### src/rtl/design_params_pkg.sv
// Shared constants and types for the timer bus environment.
//   - bus address/data widths and the timer_periph register map
//   - FSM state encoding for timer_bus_master
//   - bit positions inside rsp_err
package design_params_pkg;

  localparam int ADDR_WIDTH = 8;
  localparam int DATA_WIDTH = 16;

  // timer_periph register map
  localparam logic [ADDR_WIDTH-1:0] P_ADDR_CONTROL = 8'h00;
  localparam logic [ADDR_WIDTH-1:0] P_ADDR_LOAD    = 8'h08;
  localparam logic [ADDR_WIDTH-1:0] P_ADDR_STATUS  = 8'h10;

  // rsp_err bit indices
  localparam int P_ERR_GNT_TO   = 0;  // grant never arrived
  localparam int P_ERR_SLOW_GNT = 1;  // grant later than allowed
  localparam int P_ERR_SLOW_REL = 2;  // gnt fell late or not at all

  typedef enum logic [1:0] {
    ST_IDLE,
    ST_GRANT,
    ST_RELEASE,
    ST_RESP
  } bus_state_t;

endpackage

### src/rtl/bus_lat_counter.sv
// Saturating latency counter with synchronous clear and count enable.
//   clk, reset : clock, async active-high reset
//   clr        : zero the count (wins over en)
//   en         : count this edge (holds at all-ones)
//   count      : current count
//   at_last    : count >= THRESH-1, i.e. one more enabled edge reaches THRESH
module bus_lat_counter #(
  parameter int WIDTH  = 4,
  parameter int THRESH = 8
) (
  input  logic             clk,
  input  logic             reset,
  input  logic             clr,
  input  logic             en,
  output logic [WIDTH-1:0] count,
  output logic             at_last
);

  // NOTE: state registers use non-blocking assignments so every flop samples
  // pre-edge values, independent of block evaluation order.
  always_ff @(posedge clk or posedge reset) begin
    if (reset) begin
      count <= '0;
    end else if (clr) begin
      count <= '0;
    end else if (en && !(&count)) begin
      count <= count + 1'b1;
    end
  end

  assign at_last = (count >= WIDTH'(THRESH - 1));

endmodule

### src/rtl/timer_bus_master.sv
// Initiator for the req/gnt handshake bus served by timer_periph.
// One bus transaction per accepted command; reports read data, measured
// grant/release latencies and protocol-violation flags.
//   clk, reset                         : clock, async active-high reset
//   cmd_valid/cmd_ready                : command handshake
//   cmd_write, cmd_addr, cmd_wdata     : command payload
//   rsp_valid/rsp_ready                : response handshake (held until taken)
//   rsp_rdata, rsp_err, rsp_gnt_lat,
//   rsp_rel_lat                        : response payload
//   busy                               : transaction in progress
//   req, addr, wdata, write_en         : bus outputs
//   gnt, rdata                         : bus inputs
module timer_bus_master #(
  parameter int P_ADDR_WIDTH  = design_params_pkg::ADDR_WIDTH,
  parameter int P_DATA_WIDTH  = design_params_pkg::DATA_WIDTH,
  parameter int P_GNT_MAX     = 3,
  parameter int P_REL_MAX     = 1,
  parameter int P_GNT_TIMEOUT = 8,
  parameter int P_REL_TIMEOUT = 4,
  parameter int P_RDATA_LAT   = 1
) (
  input  logic                    clk,
  input  logic                    reset,
  input  logic                    cmd_valid,
  output logic                    cmd_ready,
  input  logic                    cmd_write,
  input  logic [P_ADDR_WIDTH-1:0] cmd_addr,
  input  logic [P_DATA_WIDTH-1:0] cmd_wdata,
  output logic                    rsp_valid,
  input  logic                    rsp_ready,
  output logic [P_DATA_WIDTH-1:0] rsp_rdata,
  output logic [2:0]              rsp_err,
  output logic [3:0]              rsp_gnt_lat,
  output logic [2:0]              rsp_rel_lat,
  output logic                    busy,
  output logic                    req,
  input  logic                    gnt,
  output logic [P_ADDR_WIDTH-1:0] addr,
  output logic [P_DATA_WIDTH-1:0] wdata,
  output logic                    write_en,
  input  logic [P_DATA_WIDTH-1:0] rdata
);

  import design_params_pkg::*;

  bus_state_t state;
  logic       accept;
  logic [3:0] gnt_cnt;
  logic       gnt_last;
  logic [2:0] rel_cnt;
  logic       rel_last;
  logic [3:0] gnt_lat_now;
  logic       rd_pend;      // read capture still outstanding
  logic [1:0] rd_cnt;       // edges since the handshake edge
  logic       capture_now;
  logic       rd_done;

  // A stale gnt from the previous slave must fall before a new req may rise.
  assign cmd_ready = (state == ST_IDLE) && !gnt;
  assign accept    = cmd_valid && cmd_ready;
  assign busy      = (state != ST_IDLE);

  bus_lat_counter #(.WIDTH(4), .THRESH(P_GNT_TIMEOUT)) u_gnt_cnt (
    .clk     (clk),
    .reset   (reset),
    .clr     (accept),
    .en      ((state == ST_GRANT) && !gnt),
    .count   (gnt_cnt),
    .at_last (gnt_last)
  );

  bus_lat_counter #(.WIDTH(3), .THRESH(P_REL_TIMEOUT)) u_rel_cnt (
    .clk     (clk),
    .reset   (reset),
    .clr     (accept),
    .en      ((state == ST_RELEASE) && gnt),
    .count   (rel_cnt),
    .at_last (rel_last)
  );

  // Latency includes the granting edge itself; saturate at 15.
  assign gnt_lat_now = (&gnt_cnt) ? gnt_cnt : gnt_cnt + 4'd1;

  // Capture may coincide with the exit edge, so "done" includes this edge.
  assign capture_now = rd_pend && (rd_cnt == 2'(P_RDATA_LAT));
  assign rd_done     = !rd_pend || capture_now;

  always_ff @(posedge clk or posedge reset) begin
    if (reset) begin
      state       <= ST_IDLE;
      req         <= 1'b0;
      addr        <= '0;
      wdata       <= '0;
      write_en    <= 1'b0;
      rsp_valid   <= 1'b0;
      rsp_rdata   <= '0;
      rsp_err     <= '0;
      rsp_gnt_lat <= '0;
      rsp_rel_lat <= '0;
      rd_pend     <= 1'b0;
      rd_cnt      <= '0;
    end else begin
      case (state)
        ST_IDLE: begin
          if (accept) begin
            addr        <= cmd_addr;
            write_en    <= cmd_write;
            wdata       <= cmd_write ? cmd_wdata : '0;
            req         <= 1'b1;
            rsp_rdata   <= '0;
            rsp_err     <= '0;
            rsp_gnt_lat <= '0;
            rsp_rel_lat <= '0;
            rd_pend     <= 1'b0;
            rd_cnt      <= '0;
            state       <= ST_GRANT;
          end
        end

        ST_GRANT: begin
          if (gnt) begin
            // Handshake edge.
            req                     <= 1'b0;
            rsp_gnt_lat             <= gnt_lat_now;
            rsp_err[P_ERR_SLOW_GNT] <= (gnt_lat_now > 4'(P_GNT_MAX));
            if (!write_en) begin
              if (P_RDATA_LAT == 0) begin
                rsp_rdata <= rdata;
              end else begin
                rd_pend <= 1'b1;
                rd_cnt  <= 2'd1;
              end
            end
            state <= ST_RELEASE;
          end else if (gnt_last) begin
            // Abort: no read capture is armed.
            req                   <= 1'b0;
            rsp_gnt_lat           <= 4'(P_GNT_TIMEOUT);
            rsp_err[P_ERR_GNT_TO] <= 1'b1;
            state                 <= ST_RELEASE;
          end
        end

        ST_RELEASE: begin
          if (capture_now) begin
            rsp_rdata <= rdata;
            rd_pend   <= 1'b0;
          end else if (rd_pend) begin
            rd_cnt <= rd_cnt + 2'd1;
          end

          if (gnt && rel_last) begin
            // gnt stuck high: give up waiting; cmd_ready still blocks on gnt.
            rsp_rel_lat             <= 3'(P_REL_TIMEOUT);
            rsp_err[P_ERR_SLOW_REL] <= 1'b1;
            rsp_valid               <= 1'b1;
            state                   <= ST_RESP;
          end else if (!gnt && rd_done) begin
            rsp_rel_lat             <= rel_cnt;
            rsp_err[P_ERR_SLOW_REL] <= (rel_cnt > 3'(P_REL_MAX));
            rsp_valid               <= 1'b1;
            state                   <= ST_RESP;
          end
        end

        ST_RESP: begin
          if (rsp_ready) begin
            rsp_valid <= 1'b0;
            state     <= ST_IDLE;
          end
        end

        default: state <= ST_IDLE;
      endcase
    end
  end

endmodule

### config.mk
export PLATFORM = sky130hd
export DESIGN_NAME = timer_bus_master
export DESIGN_NICKNAME = d
export VERILOG_FILES = /design/src/rtl/design_params_pkg.sv /design/src/rtl/bus_lat_counter.sv /design/src/rtl/timer_bus_master.sv
export SDC_FILE = /design/constraint.sdc
export NUM_CORES = 1
export LEC_CHECK = 0
export CORE_AREA = 2 2 98 100
export CTS_CLUSTER_DIAMETER = 60
export DETAILED_ROUTE_END_ITERATION = 12
export DIE_AREA = 0 0 100 102
export DONT_BUFFER_PORTS = 1
export SKIP_LAST_GASP = 1
export SLEW_MARGIN = 20
export SYNTH_ARGS = -nofsm -noshare
export SYNTH_HDL_FRONTEND = slang
export SYNTH_SLANG_ARGS = --single-unit
### constraint.sdc
create_clock -name clk -period 2.8 [get_ports clk]
set_input_delay 0.84 -clock clk [delete_from_list [all_inputs] [get_ports clk]]
set_output_delay 0.84 -clock clk [all_outputs]
set_load 0.01 [all_outputs]
### After elaboration in Yosys (flattened, before gate mapping)

Cells that the tools add are included.

* add/subtract/negate cells: 3
* $lt $le $gt $ge: 4
* equal/unequal tests: 15
* mux-type cells: 50
* reduce and logical (&&, ||, !) cells: 34

Operators by type and width (number)
* 2-to-1 mux 16 bit: 3
* case mux 16 bit (2 select lines): 1
* 2-to-1 mux 4 bit: 6
* 2-to-1 mux 2 bit: 11
* != test 2 bit, second input constant: 9
* AND reduction 3 bit: 6
* 2-to-1 mux 1 bit: 15
* 2-to-1 mux 3 bit: 5
* AND reduction 4 bit: 3
* nonzero test 2 bit: 6
* logical AND 1 bit: 9
* case mux 2 bit (4 select lines): 1
* case mux 4 bit (2 select lines): 1
* case mux 1 bit (2 select lines): 3
* case mux 2 bit (3 select lines): 1
* case mux 3 bit (2 select lines): 1
* AND reduction 6 bit: 1
* AND reduction 5 bit: 1
* adder 4 x 1 -> 4 bit, second input constant: 1
* equality test 2 x 1 -> 1 bit, second input constant: 2
* equality test 2 bit, second input constant: 2
* greater-or-equal comparator 4 x 3 -> 1 bit, second input constant: 1
* greater-than comparator 4 x 2 -> 1 bit, second input constant: 1
* logical NOT 1 bit: 4
* 12 further kinds: 12

* register bits after elaboration: 65
* output and inout port bits: 55
* word-level logic and storage cells: 122

### Depth between registers and ports, before layout

Gate-level depths: netlist (run 1).

* depth in word-level cells: 7
* mapped depth: 8
* gate-level depth less buffers: 6

### By module

A second synthesis (run 1) with hierarchy kept.

* cell total of the unflattened synthesis: 337
* area total of the unflattened synthesis: 3190.6 µm²

By module, submodules not included
* timer_bus_master: instances 1, cells each 297, area an instance 2751.4 µm², seq. area each 1451.4 µm²
* bus_lat_counter at u_gnt_cnt: instances 1, cells each 22, area an instance 236.5 µm², seq. area each 100.1 µm²
* bus_lat_counter at u_rel_cnt: instances 1, cells each 18, area an instance 202.7 µm², seq. area each 75.1 µm²

### Worst setup path after synthesis (run 1)

OpenSTA, ideal clock, no wires.

* path kind: input-to-output
* from: input gnt
* to: output cmd_ready
* arrival: 1.198 ns
* required time: 1.960 ns
* slack: 0.762 ns
* stages on the path: 2
* buffers on the path: 1
* cell sequence: buf_2 > nor2b_1

* cells in the longest elaborated chain, start to end: 2

Ends and longest elaborated chain
* start, declared: RTL line timer_bus_master.sv:37 `input logic gnt,`
* logical NOT 1 bit: RTL line timer_bus_master.sv:59 `assign cmd_ready = (state == ST_IDLE) && !gnt;`
* logical AND 1 bit: RTL line timer_bus_master.sv:59
* end, declared: RTL line timer_bus_master.sv:25 `output logic cmd_ready,`

No other way between the ends.

### Worst setup path after layout (run 1)

* from: register state[0]
* to: output cmd_ready

* cells in the longest elaborated chain, start to end: 2

Ends and longest elaborated chain
* start, declared: RTL line timer_bus_master.sv:46 `bus_state_t state;`
* start signal, assigned: RTL line timer_bus_master.sv:90 `state <= ST_IDLE;`
* start signal, assigned: RTL line timer_bus_master.sv:116 `state <= ST_GRANT;`
* start signal, assigned: RTL line timer_bus_master.sv:134 `state <= ST_RELEASE;`
* logical NOT 2 bit: RTL line timer_bus_master.sv:59
* logical AND 1 bit: RTL line timer_bus_master.sv:59

No other way between the ends.

==> results.py, run 1 <==
metrics = {
    "placement": {
        "placed_area_um2": 3220,
        "gp_congestion": 0.830,
        "dp_hpwl_mm": 4.84,
        "port_buffers": 0,
    },
    "synth": {
        "yosysUniqueCellTypes": 45,
        "synth_xor_area_share_pct": 0.561,
        "synth_cells": 337,
        "ys_seq_area_share_pct": 52.1,
        "synthSimpleGateAreaFrac_pct": 19.9,
        "synth_compound_area_share_pct": 14.9,
        "synth_area_um2": 3120,
        "yosys_warnings": 0,
        "dominantRegCellSynth": "dfrtp_1",
        "synth-seq-cells": 65,
        "syn-num-nets": 394,
        "async_flop_share_pct": 100,
        "synth_edf_count": 0,
        "synth_fa_ha_area_share_pct": 4.41,
        "synth_top_family_by_area": "simple AND/OR/NAND/NOR gates",
        "muxShareOfSynthArea_pct": 4.09,
        "avgSynthCellArea_um2": 9.26,
    },
    "route": {
        "num_vias": 2238,
        "top_layer_used": "met4",
        "firstDrtPassIters": 4,
        "routed_via_density": 4.96,
        "drtIter0Drc": 124,
        "wl_per_cell_um": 15.1,
        "wl_met3_um": 656,
        "wl_met1_mm": 3.03,
        "drc_errors": 0,
        "wl_met2_mm": 3.01,
        "ant_nets": 0,
        "wl_mm": 6.79,
    },
    "die": {
        "die_w_um": 100,
        "rows": 35,
        "start_util_pct": 34.3,
        "die_area_um2": 10200,
        "ios": 101,
        "coreArea_um2": 9110,
        "die_h_um": 102,
    },
    "clock_tree": {
        "cts_resized": 0,
        "cts-htree-levels": 3,
        "root_buffer": "clkbuf_8",
        "insertion_delay_ns": 0.34,
        "ctsHoldBuffers": 0,
        "cts_sinks": 65,
        "cts-buffers-inserted": 9,
        "cts_buffer_depth": 2,
        "cts_tree": "built",
        "clkSlewWorstSetupHoldPaths_ns": 0.08,
        "postCtsSetupRepairBufs": 0,
    },
    "finish": {
        "final_core_util_pct": 37.6,
        "stdcell_area_um2": 3420,
        "drive_gt1_share_pct": 10.0,
        "fill_cells": 928,
        "multi_input_area_um2": 1370,
        "mostFrequentLayoutCells": "103 x nand2_1, 65 x dfrtp_1, 39 x o21ai_0",
        "area_delta_synth_final_pct": 9.58,
        "nets": 392,
        "seqCellArea_um2": 1630,
        "layout_commonest_cell": "nand2_1",
        "n_antenna_cell": 0,
    },
    "setup_path": {
        "cp_slowest_stage_delay_ns": 0.44,
        "arrival_ns": 1.64,
        "rr_startpoint": "state[0]",
        "cp_cell_sequence": "inv_1 > ha_1 > nor2b_1",
        "critical_path_class": "reg2out",
        "r2r_slack_ns": 0.62,
        "reg2regPathDepth": 7,
        "endpoint_kind": "output port",
        "crit_required_ns": 1.96,
        "r2r_end": "rsp_rdata[10]",
        "cp-start-kind": "register",
        "critical_path_peak_fanout": 11,
        "slowest_stage": "ha_1",
    },
    "global_routing": {
        "antenna_found_initial": 0,
        "grt_max_degree": 42,
        "grt_pass1_wl_mm": 10.3,
        "grt_pass1_vias": 2044,
        "grt_overflow": 0,
        "grt.total_usage_pct": 13.0,
    },
    "timing": {
        "setup_viol_count_final": 0,
        "clock_skew_ns": 0.00851,
        "drv_slew": 0,
        "slew_headroom_pct": 66.1,
        "fmax_ghz": 0.403,
        "grt_setup_unrepaired": "false",
        "finalSetupTns_ns": 0,
        "min_period_ns": 2.48,
        "hold_violations": 0,
        "tightest_slew_ns": 0.509,
        "fin_crit_sh_pct": 88.6,
    },
    "min_path": {
        "hold_class": "in2async",
    },
    "power": {
        "swShare_pct": 41.1,
        "seq_power_share_pct": 45.2,
        "powerDensity_nw_per_um2": 1100,
        "switching_power_mw": 1.55,
        "p_comb_share_pct": 33.0,
        "intPower_mw": 2.22,
        "p_clk_share_pct": 21.8,
        "worst_ir_drop_vdd_uv": 286,
        "p_leak_nw": 1.60,
    },
    "run_status": {
        "status": "completed",
    },
    "run": {
        "maxCapViolations": 0,
    },
}
[Yosys cell counts (2+ instances only)]
master      n  area share [%]
o21ai_0    39             6.3
nand3_1     7             1.1
clkbuf_1   11             1.3
nand4_1     2            0.40
a21boi_0    2            0.48
nor2b_1     6             1.2
inv_1      12             1.4
nand2_1   103              12
nor2_1      9             1.1
dfrtp_1    65              52
ha_1       11             4.4
and2_1      3            0.60
nor3_1      2            0.32
mux2_2      5             1.8
a21o_1      2            0.48
and2b_1     2            0.48
mux2i_1     6             1.9
o221ai_1    2            0.56
a22oi_2     2            0.80
buf_2       5            0.80
a21oi_1     8             1.3
nand2b_1    6             1.2
a211oi_1    5             1.2
[registers in the layout, summed over array words and instances, names as in the netlist]
| name | flops |
|---|---|
| rsp_rel_lat | 3 |
| rd_cnt | 2 |
| u_rel_cnt.count | 3 |
| req | 1 |
| state | 2 |
| rsp_err | 3 |
| rd_pend | 1 |
| rsp_rdata | 16 |
| u_gnt_cnt.count | 4 |
| addr | 8 |
| wdata | 16 |
| rsp_valid | 1 |
| rsp_gnt_lat | 4 |
| write_en | 1 |
[critical path, delay by kind of cell (launching register included)]
family / cells / cell delay (ns)
adders and majority gates: 1 / 0.44
DFF: 1 / 0.40
and+or+nand+nor: 1 / 0.32
buffers and inverters: 1 / 0.13
[power groups by stage]
stage	Clock (mW)	Sequential, mW	Combinational, mW
finish	0.821	1.70	1.24
global route	0.892	1.75	1.43
CTS	0.858	1.71	1.26
detailed placement	0	1.72	1.26
global placement	0	1.71	1.22
floorplan	0	1.64	1.06
[final cells by class]
| type | instances | share of cell area [%] |
|---|---|---|
| Clock buffer | 10 | 4.02 |
| Clock inverter | 6 | 1.98 |
| Inverter | 12 | 1.32 |
| Multi-Input combinational cell | 242 | 40.0 |
| Sequential cell | 65 | 47.5 |
| Tap cell | 111 | 4.06 |
| Timing Repair Buffer | 5 | 1.10 |
[how the worst max path moves through the flow]
stage	startpoint	endpoint	depth (start not counted)
finish	state[0]	cmd_ready	3
global route	state[1]	cmd_ready	3
CTS	state[0]	cmd_ready	3
detailed placement	state[1]	state[1]	6
global placement	state[0]	rsp_rdata[14]	7
floorplan	reset	addr[0]	1
[through the flow]
stage	power (mW)	hold WS (ns)	cells	setup slack, ns
CTS	3.82	0.469	451	0.302
global placement	2.93	0.496	435	0.703
detailed placement	2.98	0.512	435	0.619
floorplan	2.69	0.476	337	0.334
finish	3.77	0.474	451	0.319
global route	4.08	0.482	451	0.181
[routing by layer]
metal / global-route usage, % / up-vias
li1: - / 1121
met1: 16.9 / 1027
met2: 19.2 / 81
met3: 5.68 / 9
met4: 5.37 / 0
met5: 0 / -
[cell families (layout without fill, tap and decap cells)]
logic type / Yosys count / after routing
AO/OA/AOI/OAI: 73 / 73
XOR/XNOR: 2 / 2
adder cells (fa/ha/maj): 11 / 11
buffers and inverters: 30 / 33
flip-flops: 65 / 65
multiplexers: 12 / 12
AND/OR/NAND/NOR: 144 / 144
(Power assumes the default switching activity.)
==> inputs of run 2 (changes only) <==
- CORE_AREA: 2 2 98 100 -> 2 2 92 94
- CTS_CLUSTER_DIAMETER: 60 -> 30
- DIE_AREA: 0 0 100 102 -> 0 0 94 96
==> results.py, run 2 (same netlist as run 1, synthesis figures left out) <==
metrics = {
    "global_routing": {
        "antenna_found_initial": 0,
        "grt_pass1_vias": 2158,
        "grt.total_usage_pct": 14.8,
        "grt_overflow": 0,
        "grt_pass1_wl_mm": 10.4,
        "grt_max_degree": 48,
    },
    "placement": {
        "placed_area_um2": 3210,
        "port_buffers": 0,
        "post-place-cells": 428,
        "dp_hpwl_mm": 4.62,
        "gp_congestion": 0.855,
    },
    "setup_path": {
        "arrival_ns": 1.70,
        "endpoint_kind": "output port",
        "cp-start-kind": "register",
        "critical_path_peak_fanout": 11,
        "critical_path_class": "reg2out",
        "crit_required_ns": 1.96,
    },
    "clock_tree": {
        "cts_tree": "built",
        "clkSlewWorstSetupHoldPaths_ns": 0.08,
        "cts_resized": 0,
        "ctsHoldBuffers": 0,
        "cts-htree-levels": 3,
        "cts-buffers-inserted": 9,
        "root_buffer": "clkbuf_8",
        "cts_buffer_depth": 2,
        "postCtsSetupRepairBufs": 0,
        "insertion_delay_ns": 0.35,
        "cts_sinks": 65,
    },
    "route": {
        "drtIter0Drc": 55,
        "firstDrtPassIters": 4,
        "drc_errors": 0,
        "num_vias": 2249,
        "routed_via_density": 5.07,
        "ant_nets": 0,
        "wl_per_cell_um": 14.8,
        "wl_mm": 6.58,
    },
    "power": {
        "swShare_pct": 40.9,
        "p_clk_share_pct": 21.7,
        "worst_ir_drop_vdd_uv": 349,
        "p_comb_share_pct": 33.2,
        "p_leak_nw": 1.60,
        "switching_power_mw": 1.54,
        "intPower_mw": 2.22,
        "seq_power_share_pct": 45.1,
        "powerDensity_nw_per_um2": 1100,
    },
    "timing": {
        "clock_skew_ns": 0.0108,
        "min_period_ns": 2.54,
        "grt_setup_unrepaired": "false",
        "fin_crit_sh_pct": 90.9,
        "slew_headroom_pct": 55.7,
        "finalSetupTns_ns": 0,
        "drv_slew": 0,
        "holdWs_ns": 0.466,
        "fmax_ghz": 0.393,
        "setup_viol_count_final": 0,
        "tightest_slew_ns": 0.664,
        "hold_violations": 0,
    },
    "finish": {
        "n_antenna_cell": 0,
        "fill_cells": 804,
        "final_core_util_pct": 42.4,
        "area_delta_synth_final_pct": 9.46,
        "reg_top3": "rsp_rdata x16, wdata x16, addr x8",
        "stdcell_area_um2": 3420,
        "drive_gt1_share_pct": 9.73,
        "seqCellArea_um2": 1630,
        "nets": 391,
        "fin_cells": 444,
        "mostFrequentLayoutCells": "103 x nand2_1, 65 x dfrtp_1, 39 x o21ai_0",
        "layout_commonest_cell": "nand2_1",
        "multi_input_area_um2": 1370,
    },
    "die": {
        "ios": 101,
        "start_util_pct": 38.8,
        "die_area_um2": 9020,
        "die_w_um": 94,
        "die_h_um": 96,
        "rows": 33,
        "coreArea_um2": 8050,
    },
    "run_status": {
        "status": "completed",
    },
    "min_path": {
        "hold_class": "in2async",
    },
    "run": {
        "maxCapViolations": 0,
    },
}
run 2: cell type report:
cell class                      count  area share (%)
Multi-Input combinational cell    242            40.0
Clock buffer                       10            4.03
Inverter                           12            1.32
Clock inverter                      6            1.94
Tap cell                          105            3.84
Sequential cell                    65            47.6
Timing Repair Buffer                4            1.24
run 2: power by group through the flow:
stage	clock (mW)	combinational, mW	sequential, mW
final	0.817	1.25	1.70
after global routing	0.895	1.43	1.75
after CTS	0.845	1.26	1.70
after detailed placement	0	1.27	1.71
after global placement	0	1.23	1.71
after floorplan	0	1.06	1.64
run 2: stage by stage:
stage	power [mW]	setup WS [ns]
floorplan	2.69	0.334
global placement	2.93	0.636
detailed placement	2.98	0.586
CTS	3.81	0.236
global route	4.08	0.142
finish	3.76	0.256
run 2: layer usage:
metal	track usage, %	wire length (um)
met3	6.11	556
met1	18.6	3020
met2	22.9	2890
met4	5.92	110
met5	0	0
run 2: final timing paths:
path / start / to / slack, ns / depth (start not counted)
max: state[0] / cmd_ready / 0.26 / 3
min: reset / wdata[6] / 0.47 / 1
max reg2reg: state[0] / rsp_rdata[12] / 0.60 / 8
min reg2reg: rd_cnt[1] / rd_cnt[1] / 0.52 / 1
max in group asynchronous: reset / rsp_rel_lat[0] / 1.72 / 2
min in group clk: rd_cnt[1] / rd_cnt[1] / 0.52 / 1
run 2: worst max-delay path: stages, from the launching register on:
cell	delay, ns
dfrtp_1	0.40
inv_1	0.14
ha_1	0.45
nor2b_1	0.37
